### config.mk
export PLATFORM = sky130hd
export DESIGN_NAME = butterfly_sequencer
export DESIGN_NICKNAME = d
export VERILOG_FILES = /design/src/rtl/bfly_seq_pkg.sv /design/src/rtl/bfly_tag_delay.sv /design/src/rtl/butterfly_sequencer.sv
export SDC_FILE = /design/constraint.sdc
export NUM_CORES = 1
export LEC_CHECK = 0
export CORE_MARGIN = 3
export CORE_UTILIZATION = 40
export CTS_CLUSTER_DIAMETER = 150
export DETAILED_ROUTE_END_ITERATION = 16
export PLACE_DENSITY = 0.79
export SLEW_MARGIN = 10
export SYNTH_ARGS = -nofsm -noshare
export SYNTH_HDL_FRONTEND = slang
export SYNTH_SLANG_ARGS = --single-unit
### constraint.sdc
create_clock -name clk -period 3.6 [get_ports clk]
set_clock_uncertainty 0.1 [all_clocks]
set_input_delay 0.36 -clock clk [delete_from_list [all_inputs] [get_ports clk]]
set_output_delay 0.36 -clock clk [all_outputs]
set_load 0.1 [all_outputs]
### src/rtl/bfly_seq_pkg.sv
// Shared types and width helpers for the butterfly sequencer.
package bfly_seq_pkg;

  typedef enum logic [1:0] {
    IDLE  = 2'd0,
    ISSUE = 2'd1,
    DRAIN = 2'd2,
    DONE  = 2'd3
  } state_t;

  // Row-address width; a single-row memory still gets a 1-bit address.
  function automatic int addr_width(input int depth);
    return (depth > 1) ? $clog2(depth) : 1;
  endfunction

  function automatic int widx_width(input int lut_size);
    return (lut_size > 1) ? $clog2(lut_size) : 1;
  endfunction

endpackage

### src/rtl/bfly_tag_delay.sv
// LATENCY-deep {valid, addr} shift register; reset (active low, synchronous) clears all valid bits.
module bfly_tag_delay #(
  parameter int AW      = 6,
  parameter int LATENCY = 4
) (
  input  logic          clk,
  input  logic          reset,
  input  logic          push_valid,
  input  logic [AW-1:0] push_addr,
  output logic          tag_valid,
  output logic [AW-1:0] tag_addr
);

  logic [LATENCY-1:0] valid_sr;
  logic [AW-1:0]      addr_sr [LATENCY];

  always_ff @(posedge clk) begin
    if (!reset) begin
      valid_sr <= '0;
      for (int i = 0; i < LATENCY; i++) addr_sr[i] <= '0;
    end else begin
      valid_sr[0] <= push_valid;
      addr_sr[0]  <= push_addr;
      for (int i = 1; i < LATENCY; i++) begin
        valid_sr[i] <= valid_sr[i-1];
        addr_sr[i]  <= addr_sr[i-1];
      end
    end
  end

  assign tag_valid = valid_sr[LATENCY-1];
  assign tag_addr  = addr_sr[LATENCY-1];

endmodule

### src/rtl/butterfly_sequencer.sv
// Issues NTT butterfly rows stage by stage, draining the write-back tag pipeline between stages.
// Define BFLY_PERF_CNT_EN to build the saturating busy-cycle counter on perf_cycles.
module butterfly_sequencer
  import bfly_seq_pkg::*;
#(
  parameter int WIDTH    = 32,
  parameter int SIZE     = 128,
  parameter int LUT_SIZE = 1360,
  parameter int DEPTH    = 64,
  parameter int LATENCY  = 4,
  localparam int AW      = addr_width(DEPTH),
  localparam int WW      = widx_width(LUT_SIZE)
) (
  input  logic          clk,
  input  logic          reset,
  input  logic          start,
  input  logic [3:0]    cfg_stages,
  input  logic [AW:0]   cfg_rows,
  input  logic [WW-1:0] cfg_w_base,
  input  logic          cfg_mode,
  input  logic          cfg_swap,
  input  logic          hold,
  output logic          rd_en,
  output logic [AW-1:0] rd_addr,
  output logic [WW-1:0] w_idx,
  output logic          mode,
  output logic          swap,
  output logic          wr_en,
  output logic [AW-1:0] wr_addr,
  output logic          busy,
  output logic          done,
  output logic [31:0]   perf_cycles
);

  localparam int            DW         = addr_width(LATENCY);
  localparam logic [DW-1:0] DRAIN_LAST = DW'(LATENCY - 1);
  localparam logic [WW-1:0] W_LAST     = WW'(LUT_SIZE - 1);

  if (LATENCY < 1 || WIDTH < 1 || SIZE < 1) begin : g_param_check
    $error("butterfly_sequencer: LATENCY, WIDTH and SIZE must all be at least 1");
  end

  state_t        state, state_next;
  logic [AW-1:0] row;
  logic [3:0]    stage, stages_q;
  logic [AW:0]   rows_q;
  logic [DW-1:0] drain_cnt;
  logic          start_accept, row_last, stage_last, drain_end;

  assign row_last   = ({1'b0, row} == rows_q - (AW+1)'(1));
  assign stage_last = (stage == stages_q - 4'd1);
  assign drain_end  = (drain_cnt == DRAIN_LAST);
  assign rd_addr    = row;

  always_ff @(posedge clk) begin
    if (!reset) state <= IDLE;
    else        state <= state_next;
  end

  // A start arriving while busy is still high (the done cycle) is not accepted.
  always_comb begin
    state_next   = state;
    rd_en        = 1'b0;
    start_accept = 1'b0;
    case (state)
      IDLE: begin
        if (start && !busy) begin
          start_accept = 1'b1;
          state_next   = (cfg_stages == 4'd0 || cfg_rows == '0) ? DONE : ISSUE;
        end
      end
      ISSUE: begin
        rd_en = !hold;
        if (!hold && row_last) state_next = DRAIN;
      end
      DRAIN: begin
        if (drain_end) state_next = stage_last ? DONE : ISSUE;
      end
      DONE:    state_next = IDLE;
      default: state_next = IDLE;
    endcase
  end

  always_ff @(posedge clk) begin
    if (!reset) begin
      row       <= '0;
      stage     <= '0;
      stages_q  <= '0;
      rows_q    <= '0;
      w_idx     <= '0;
      drain_cnt <= '0;
      mode      <= 1'b0;
      swap      <= 1'b0;
      busy      <= 1'b0;
      done      <= 1'b0;
    end else begin
      done <= (state == DONE);
      if (start_accept) begin
        busy      <= 1'b1;
        stages_q  <= cfg_stages;
        rows_q    <= cfg_rows;
        mode      <= cfg_mode;
        swap      <= cfg_swap;
        row       <= '0;
        stage     <= '0;
        w_idx     <= cfg_w_base;
        drain_cnt <= '0;
      end else if (done) begin
        busy <= 1'b0;
      end
      if (state == DONE) begin
        mode <= 1'b0;
        swap <= 1'b0;
      end
      if (rd_en) begin
        row   <= row_last ? '0 : row + AW'(1);
        w_idx <= (w_idx == W_LAST) ? '0 : w_idx + WW'(1);
      end
      // twiddle index deliberately carries on across stages
      if (state == DRAIN) begin
        drain_cnt <= drain_end ? '0 : drain_cnt + DW'(1);
        if (drain_end && !stage_last) stage <= stage + 4'd1;
      end
    end
  end

  bfly_tag_delay #(
    .AW      (AW),
    .LATENCY (LATENCY)
  ) u_tag_delay (
    .clk        (clk),
    .reset      (reset),
    .push_valid (rd_en),
    .push_addr  (rd_addr),
    .tag_valid  (wr_en),
    .tag_addr   (wr_addr)
  );

`ifdef BFLY_PERF_CNT_EN
  logic [31:0] perf_q;

  always_ff @(posedge clk) begin
    if (!reset)                         perf_q <= '0;
    else if (start_accept)              perf_q <= '0;
    else if (busy && perf_q != '1)      perf_q <= perf_q + 32'd1;
  end

  assign perf_cycles = perf_q;
`else
  assign perf_cycles = '0;
`endif

endmodule

## Word level (Yosys, flattened, before mapping)

Memory sizes are Yosys's and may differ from the RTL's.
Cells that the tools add are included.

- $add $sub $neg: 6
- Equality and inequality tests: 10
- Mux-type cells: 29
- Bitwise operators: 5
- Reduce and logical (&&, ||, !) cells: 15

Operators with widths:

| operator | count |
|---|---|
| 6-bit two-way mux | 7 |
| 11-bit two-way mux | 3 |
| 2-bit two-way mux | 8 |
| 4-bit two-way mux | 3 |
| 11-bit by 1-bit adder with 11-bit output (second input constant) | 1 |
| 11-bit == test (second input constant) | 1 |
| 2-bit one-hot mux with 4 select lines | 1 |
| 6-bit by 7-bit == test with 1-bit output | 1 |
| 7-bit zero test | 1 |
| 1-bit two-way mux | 7 |
| 7-bit by 1-bit subtractor with 7-bit output (second input constant) | 1 |
| 6-bit by 1-bit adder with 6-bit output (second input constant) | 1 |
| 2-bit == test (second input constant) | 3 |
| 2-bit inequality test (second input constant) | 3 |
| 2-bit nonzero test | 3 |
| 4-bit by 1-bit adder with 4-bit output (second input constant) | 1 |
| 4-bit == test | 1 |
| 4-bit zero test | 1 |
| 1-bit bitwise OR | 4 |
| 4-bit by 1-bit subtractor with 4-bit output (second input constant) | 1 |
| 1-bit logical AND | 3 |
| 1-bit zero test | 3 |
| 3-bit AND reduction | 1 |
| 2-bit by 1-bit adder with 2-bit output (second input constant) | 1 |
| 5 further kinds | 5 |

- Register bits: 44
- Memory bits (writable): 24
- Input port bits: 28
- Output and inout port bits: 61
- Memories kept: 1

Memory list:

| name | words | width | read ports | clocked after Yosys merged registers in | wr ports | RTL line | source |
|---|---|---|---|---|---|---|---|
| u_tag_delay.addr_sr | 4 | 6 | 4 | 0 | 4 | bfly_tag_delay.sv:15 | `logic [AW-1:0] addr_sr [LATENCY];` |

## Logic depth before layout (Yosys ltp)

- Depth after elaboration: 7
- Depth in mapped cells: 8
- Gate-level depth less buffers: 7

## Hierarchy

A second synthesis with hierarchy kept.

- Cells, all modules: 366
- Area total of the unflattened synthesis: 3240.6 um^2

By module, submodules not included:

| module | instances | cells each | area each (um^2) |
|---|---|---|---|
| butterfly_sequencer | 1 | 308 | 2454.9 |
| bfly_tag_delay | 1 | 58 | 785.8 |

## Worst setup path after synthesis

No wires, ideal clock.

- Kind: flip-flop to flip-flop
- From: reg w_idx[6]
- To: reg w_idx[6]
- Setup time: 123 ps
- Arrival time: 2382 ps
- Data required time: 3377 ps
- Setup slack: 994 ps
- Stages on the path, launching flop included: 8
- Path buffers: 2
- Clock period less this slack: 2606 ps
- Path through: dfxtp_1 -> buf_4 -> or4b_4 -> o31ai_4 -> buf_6 -> o21ai_1 -> a221oi_1 -> nor2b_1

- Longest elaborated chain between the ends: 3

Ends and longest elaborated chain:

| item | RTL line | source |
|---|---|---|
| start, declared | butterfly_sequencer.sv:25 | `output logic [WW-1:0] w_idx,` |
| start signal, assigned | butterfly_sequencer.sv:106 | `w_idx <= cfg_w_base;` |
| start signal, assigned | butterfly_sequencer.sv:117 | `w_idx <= (w_idx == W_LAST) ? '0 : w_idx + WW'(1);` |
| 11-bit by 1-bit adder with 11-bit output or 11-bit == test (tied branches) | butterfly_sequencer.sv:117 |  |
| 11-bit two-way mux * | butterfly_sequencer.sv:117 |  |
| 11-bit two-way mux * | butterfly_sequencer.sv:115 | `if (rd_en) begin` |

Mark *: on every way between the ends. The rest lies on a longest branch, timed or not.
A chain may end at the register's enable or synchronous reset.

## Worst setup path after layout

- From: reg row[2], in the netlist rd_addr[2]
- To: out rd_addr[2]

RTL lines:

| item | RTL line | source |
|---|---|---|
| start, declared | butterfly_sequencer.sv:44 | `logic [AW-1:0] row;` |
| start signal, assigned | butterfly_sequencer.sv:116 | `row <= row_last ? '0 : row + AW'(1);` |
| end, declared | butterfly_sequencer.sv:24 | `output logic [AW-1:0] rd_addr,` |

No word-level cell between the ends.

==> impl_metrics.tcl <==
set metrics [dict create \
    run_status "completed" \
    crit_path_end_kind "output port" \
    share_clk_of_total_power_pct 23.1 \
    mappedNetlistArea_sq_mm 0.00339 \
    fp.dieArea_sq_mm 0.00963 \
    std_cell_rows 32 \
    start_kind "flip-flop" \
    timing_hold_violations_final 0 \
    syn_avg_cell_area_sq_um 8.59 \
    detail_route.vias_per_cell 5.06 \
    final_area_sq_mm 0.00404 \
    report.final.slew_viol_count 0 \
    setup-violations-final 0 \
    worstHoldPathType "flip-flop to flip-flop" \
    drt-initial-drc-count 145 \
    async_set_or_reset_flop_fraction_in_the_synthesized_netlist_pct 0 \
    grt.total_usage_pct 15.0 \
    detailroute.via_count 2759 \
    cpMaxStageDelayCell "sky130_fd_sc_hd__clkdlybuf4s50_1" \
    switchingPower_mw 1.32 \
    start_util_pct 42.6 \
    place_area_sq_mm 0.00383 \
    yosys_register_bits 68 \
    postSynth.topFlopCell "sky130_fd_sc_hd__dfxtp_1" \
    number_of_antenna_violations_at_the_first_check_in_global_routing 0 \
    post_detail_place_hpwl_um 5130 \
    post_cts_resized 0 \
    layout.nets 472 \
    cap_violations 0 \
    grt_pass1_vias 2616 \
    power_share_of_the_combinational_group_pct 41.9 \
    irDropWorstVdd_v 0.000484 \
    criticalPathCategory "flip-flop to output port" \
    layout.core_utilization_pct 50.7 \
    floorplan.io_pins 89 \
    ff2ff_path_depth 5 \
    switch_share_pct 46.6 \
    critical_path_depth 1 \
    worst_skew_pair.late_latency_ns 0.35 \
    grt-ovfl-total 0 \
    portion_of_the_post_synthesis_area_used_by_sequential_elements_pct 40.1 \
    wl_um 7200 \
    drive_gt1_share_pct 6.09 \
    cts_max_path_buffers 2 \
    internal_power_mw 1.51 \
    cts_tree "done" \
    cp_cell_sequence "clkdlybuf4s50_1" \
    gp_congestion 0.858 \
    placed_cells_incl_taps 529 \
    postCtsSetupRepairBufs 0 \
    root_buffer "sky130_fd_sc_hd__clkbuf_8" \
    firstDrtPassIters 4 \
    holdBufCountCts 0 \
    powerDensity_mw_per_mm2 699 \
    pin_count_of_the_biggest_net_entering_global_routing 63 \
    core_region_area_sq_mm 0.00797 \
    n_antenna_cell 0 \
    tritoncts.num_buffers 9 \
    worstPathArrival_ns 2.12 \
    syn-instance-count 395 \
    grt_first_pass_wirelength_um 11900 \
    preCtsSetupSlack_ns 0.876 \
    postRouteAntennaNets 0 \
    fp.dieW_um 98.1 \
    flow.area_growth_from_synthesis_pct 19.1 \
    critPathRequiredTime_ns 3.14 \
    cts.reportedPaths.clkPinSlew_ns 0.08 \
    achievable-frequency_mhz 388 \
    worst_hold_slack_ns 0.330 \
    crit_fanout 12 \
    crit_path_time_final_ns 2.58 \
    cts_htree_levels 3 \
    chipHeight_um 98.1 \
    clkSinkCount 68 \
    fin_cells 545 \
    worst_path_dominant_cell_family "buffers and inverters" \
    fin_ws_ns 1.02 \
    count_of_flip_flops_with_a_built_in_enable_after_synthesis 0 \
    min_path_cells 1 \
    slowest_delay_ns 1.21 \
    unrepaired_setup_endpoints_after_global_routing "no" \
    avgRoutedWirePerCell_um 13.2 \
    maxSlewHeadroom_pct 33.6 \
    cp.buffers_inverters 1 \
    total_leakage_power_nw 1.62 \
    place.port_buffers 56 \
    post_synth_num_cell_types 59 \
    final_worst_path_period_share_pct 71.6 \
    setup-tns-final_ns 0 \
    design_power_total_mw 2.82 \
    ys.warnings.count 0 \
    worst_margin_slew_ns 0.993 \
    drc_errors 0 \
    power_frac_seq_pct 35.0 \
]
[cell usage in the layout (no fill, tap or decap), types with 3 or more instances in the layout]
| master | n |
|---|---|
| sky130_fd_sc_hd__conb_1 | 32 |
| sky130_fd_sc_hd__nor3_1 | 8 |
| sky130_fd_sc_hd__clkdlybuf4s50_1 | 55 |
| sky130_fd_sc_hd__o21ai_0 | 23 |
| sky130_fd_sc_hd__dfxtp_1 | 68 |
| sky130_fd_sc_hd__nand3_1 | 10 |
| sky130_fd_sc_hd__ha_1 | 6 |
| sky130_fd_sc_hd__and2_1 | 32 |
| sky130_fd_sc_hd__inv_6 | 3 |
| sky130_fd_sc_hd__buf_4 | 3 |
| sky130_fd_sc_hd__clkbuf_8 | 10 |
| sky130_fd_sc_hd__o22ai_1 | 5 |
| sky130_fd_sc_hd__inv_1 | 10 |
| sky130_fd_sc_hd__nor4_1 | 4 |
| sky130_fd_sc_hd__a21oi_1 | 12 |
| sky130_fd_sc_hd__xnor2_1 | 5 |
| sky130_fd_sc_hd__mux2i_1 | 3 |
| sky130_fd_sc_hd__and3_1 | 7 |
| sky130_fd_sc_hd__nor2_1 | 12 |
| sky130_fd_sc_hd__nand2_1 | 50 |
| sky130_fd_sc_hd__o211ai_1 | 5 |
| sky130_fd_sc_hd__xor2_1 | 7 |
| sky130_fd_sc_hd__a21boi_0 | 15 |
| sky130_fd_sc_hd__nand2b_1 | 6 |
| sky130_fd_sc_hd__nor2b_1 | 6 |
| sky130_fd_sc_hd__nand4_1 | 3 |
[flip-flops by register name (all words and copies together) (netlist names)]
| name | flops |
|---|---|
| u_tag_delay.addr_sr | 24 |
| w_idx | 11 |
| rows_q | 7 |
| rd_addr | 6 |
| stage | 4 |
| stages_q | 4 |
| u_tag_delay.valid_sr | 4 |
| drain_cnt | 2 |
| state | 2 |
| busy | 1 |
| done | 1 |
| mode | 1 |
| swap | 1 |
[final cells by class]
type                            instances  area (sq um)
Fill cell                             754          3930
Multi-Input combinational cell        290          1730
Sequential cell                        68          1360
Timing Repair Buffer                   58           573
Clock buffer                           10           138
Tap cell                              102           128
Clock inverter                          6          71.3
Inverter                               11          46.3
[kinds of logic (layout without fill, tap and decap cells)]
group	after synthesis	after routing	synth area share, %
AND/OR/NAND/NOR	153	153	24.1
multiplexers	3	3	0.885
buffers and inverters	68	85	12.5
flip-flops	68	68	40.1
XOR/XNOR	13	13	3.76
other	1	32	0.110
AO/OA/AOI/OAI	83	83	16.4
adder cells (fa/ha/maj)	6	6	2.21
[synth_stat cells (2+ instances only)]
master / instances / area [sq um]
sky130_fd_sc_hd__dfxtp_1: 68 / 1360
sky130_fd_sc_hd__nand2_1: 50 / 188
sky130_fd_sc_hd__buf_4: 39 / 293
sky130_fd_sc_hd__and2_1: 32 / 200
sky130_fd_sc_hd__o21ai_0: 23 / 115
sky130_fd_sc_hd__a21boi_0: 15 / 113
sky130_fd_sc_hd__clkbuf_1: 13 / 48.8
sky130_fd_sc_hd__a21oi_1: 12 / 60.1
sky130_fd_sc_hd__nor2_1: 12 / 45.0
sky130_fd_sc_hd__inv_1: 10 / 37.5
sky130_fd_sc_hd__nand3_1: 10 / 50.1
sky130_fd_sc_hd__nor3_1: 8 / 40.0
sky130_fd_sc_hd__and3_1: 7 / 43.8
sky130_fd_sc_hd__xor2_1: 7 / 61.3
sky130_fd_sc_hd__ha_1: 6 / 75.1
sky130_fd_sc_hd__nand2b_1: 6 / 37.5
sky130_fd_sc_hd__nor2b_1: 6 / 37.5
sky130_fd_sc_hd__o211ai_1: 5 / 37.5
sky130_fd_sc_hd__o22ai_1: 5 / 31.3
sky130_fd_sc_hd__xnor2_1: 5 / 43.8
sky130_fd_sc_hd__nor4_1: 4 / 25.0
sky130_fd_sc_hd__mux2i_1: 3 / 30.0
sky130_fd_sc_hd__nand4_1: 3 / 18.8
sky130_fd_sc_hd__a211oi_1: 2 / 15.0
sky130_fd_sc_hd__a221oi_1: 2 / 17.5
sky130_fd_sc_hd__a31oi_1: 2 / 12.5
sky130_fd_sc_hd__a32oi_1: 2 / 17.5
sky130_fd_sc_hd__buf_2: 2 / 10.0
sky130_fd_sc_hd__buf_6: 2 / 22.5
sky130_fd_sc_hd__nor3b_1: 2 / 15.0
sky130_fd_sc_hd__o211a_1: 2 / 20.0
sky130_fd_sc_hd__o21a_1: 2 / 15.0
sky130_fd_sc_hd__o21ai_1: 2 / 10.0
[worst paths after layout]
path / startpoint / slack [ns] / end
setup / recovery: rd_addr[2]$_SDFFE_PN0P_ / 1.02 / rd_addr[2]
hold / removal: u_tag_delay.addr_sr[0][5]$_SDFF_PN0_ / 0.33 / u_tag_delay.addr_sr[0][11]$_SDFF_PN0_
setup reg to reg: state[0]$_SDFFE_PN0P_ / 1.17 / w_idx[6]$_SDFFE_PN0P_
hold reg to reg: u_tag_delay.addr_sr[0][5]$_SDFF_PN0_ / 0.33 / u_tag_delay.addr_sr[0][11]$_SDFF_PN0_
[power groups by stage]
| stage | Clock (mW) | Combinational (mW) | Sequential, mW |
|---|---|---|---|
| after global routing | 0.699 | 1.26 | 1.01 |
| after floorplan | 0 | 0.670 | 1.29 |
| after CTS | 0.666 | 1.19 | 0.985 |
| final | 0.653 | 1.18 | 0.988 |
| after detailed placement | 0 | 1.18 | 1.00 |
| after global placement | 0 | 1.16 | 0.996 |
[per-layer routing]
layer	wire length (um)	GRT usage [%]	up-vias
met3	508	4.86	10
met1	3070	18.0	1284
li1	-	-	1369
met2	3510	24.8	96
met5	0	0	-
met4	112	6.07	0
No activity file was read; power rests on OpenSTA's default activity.
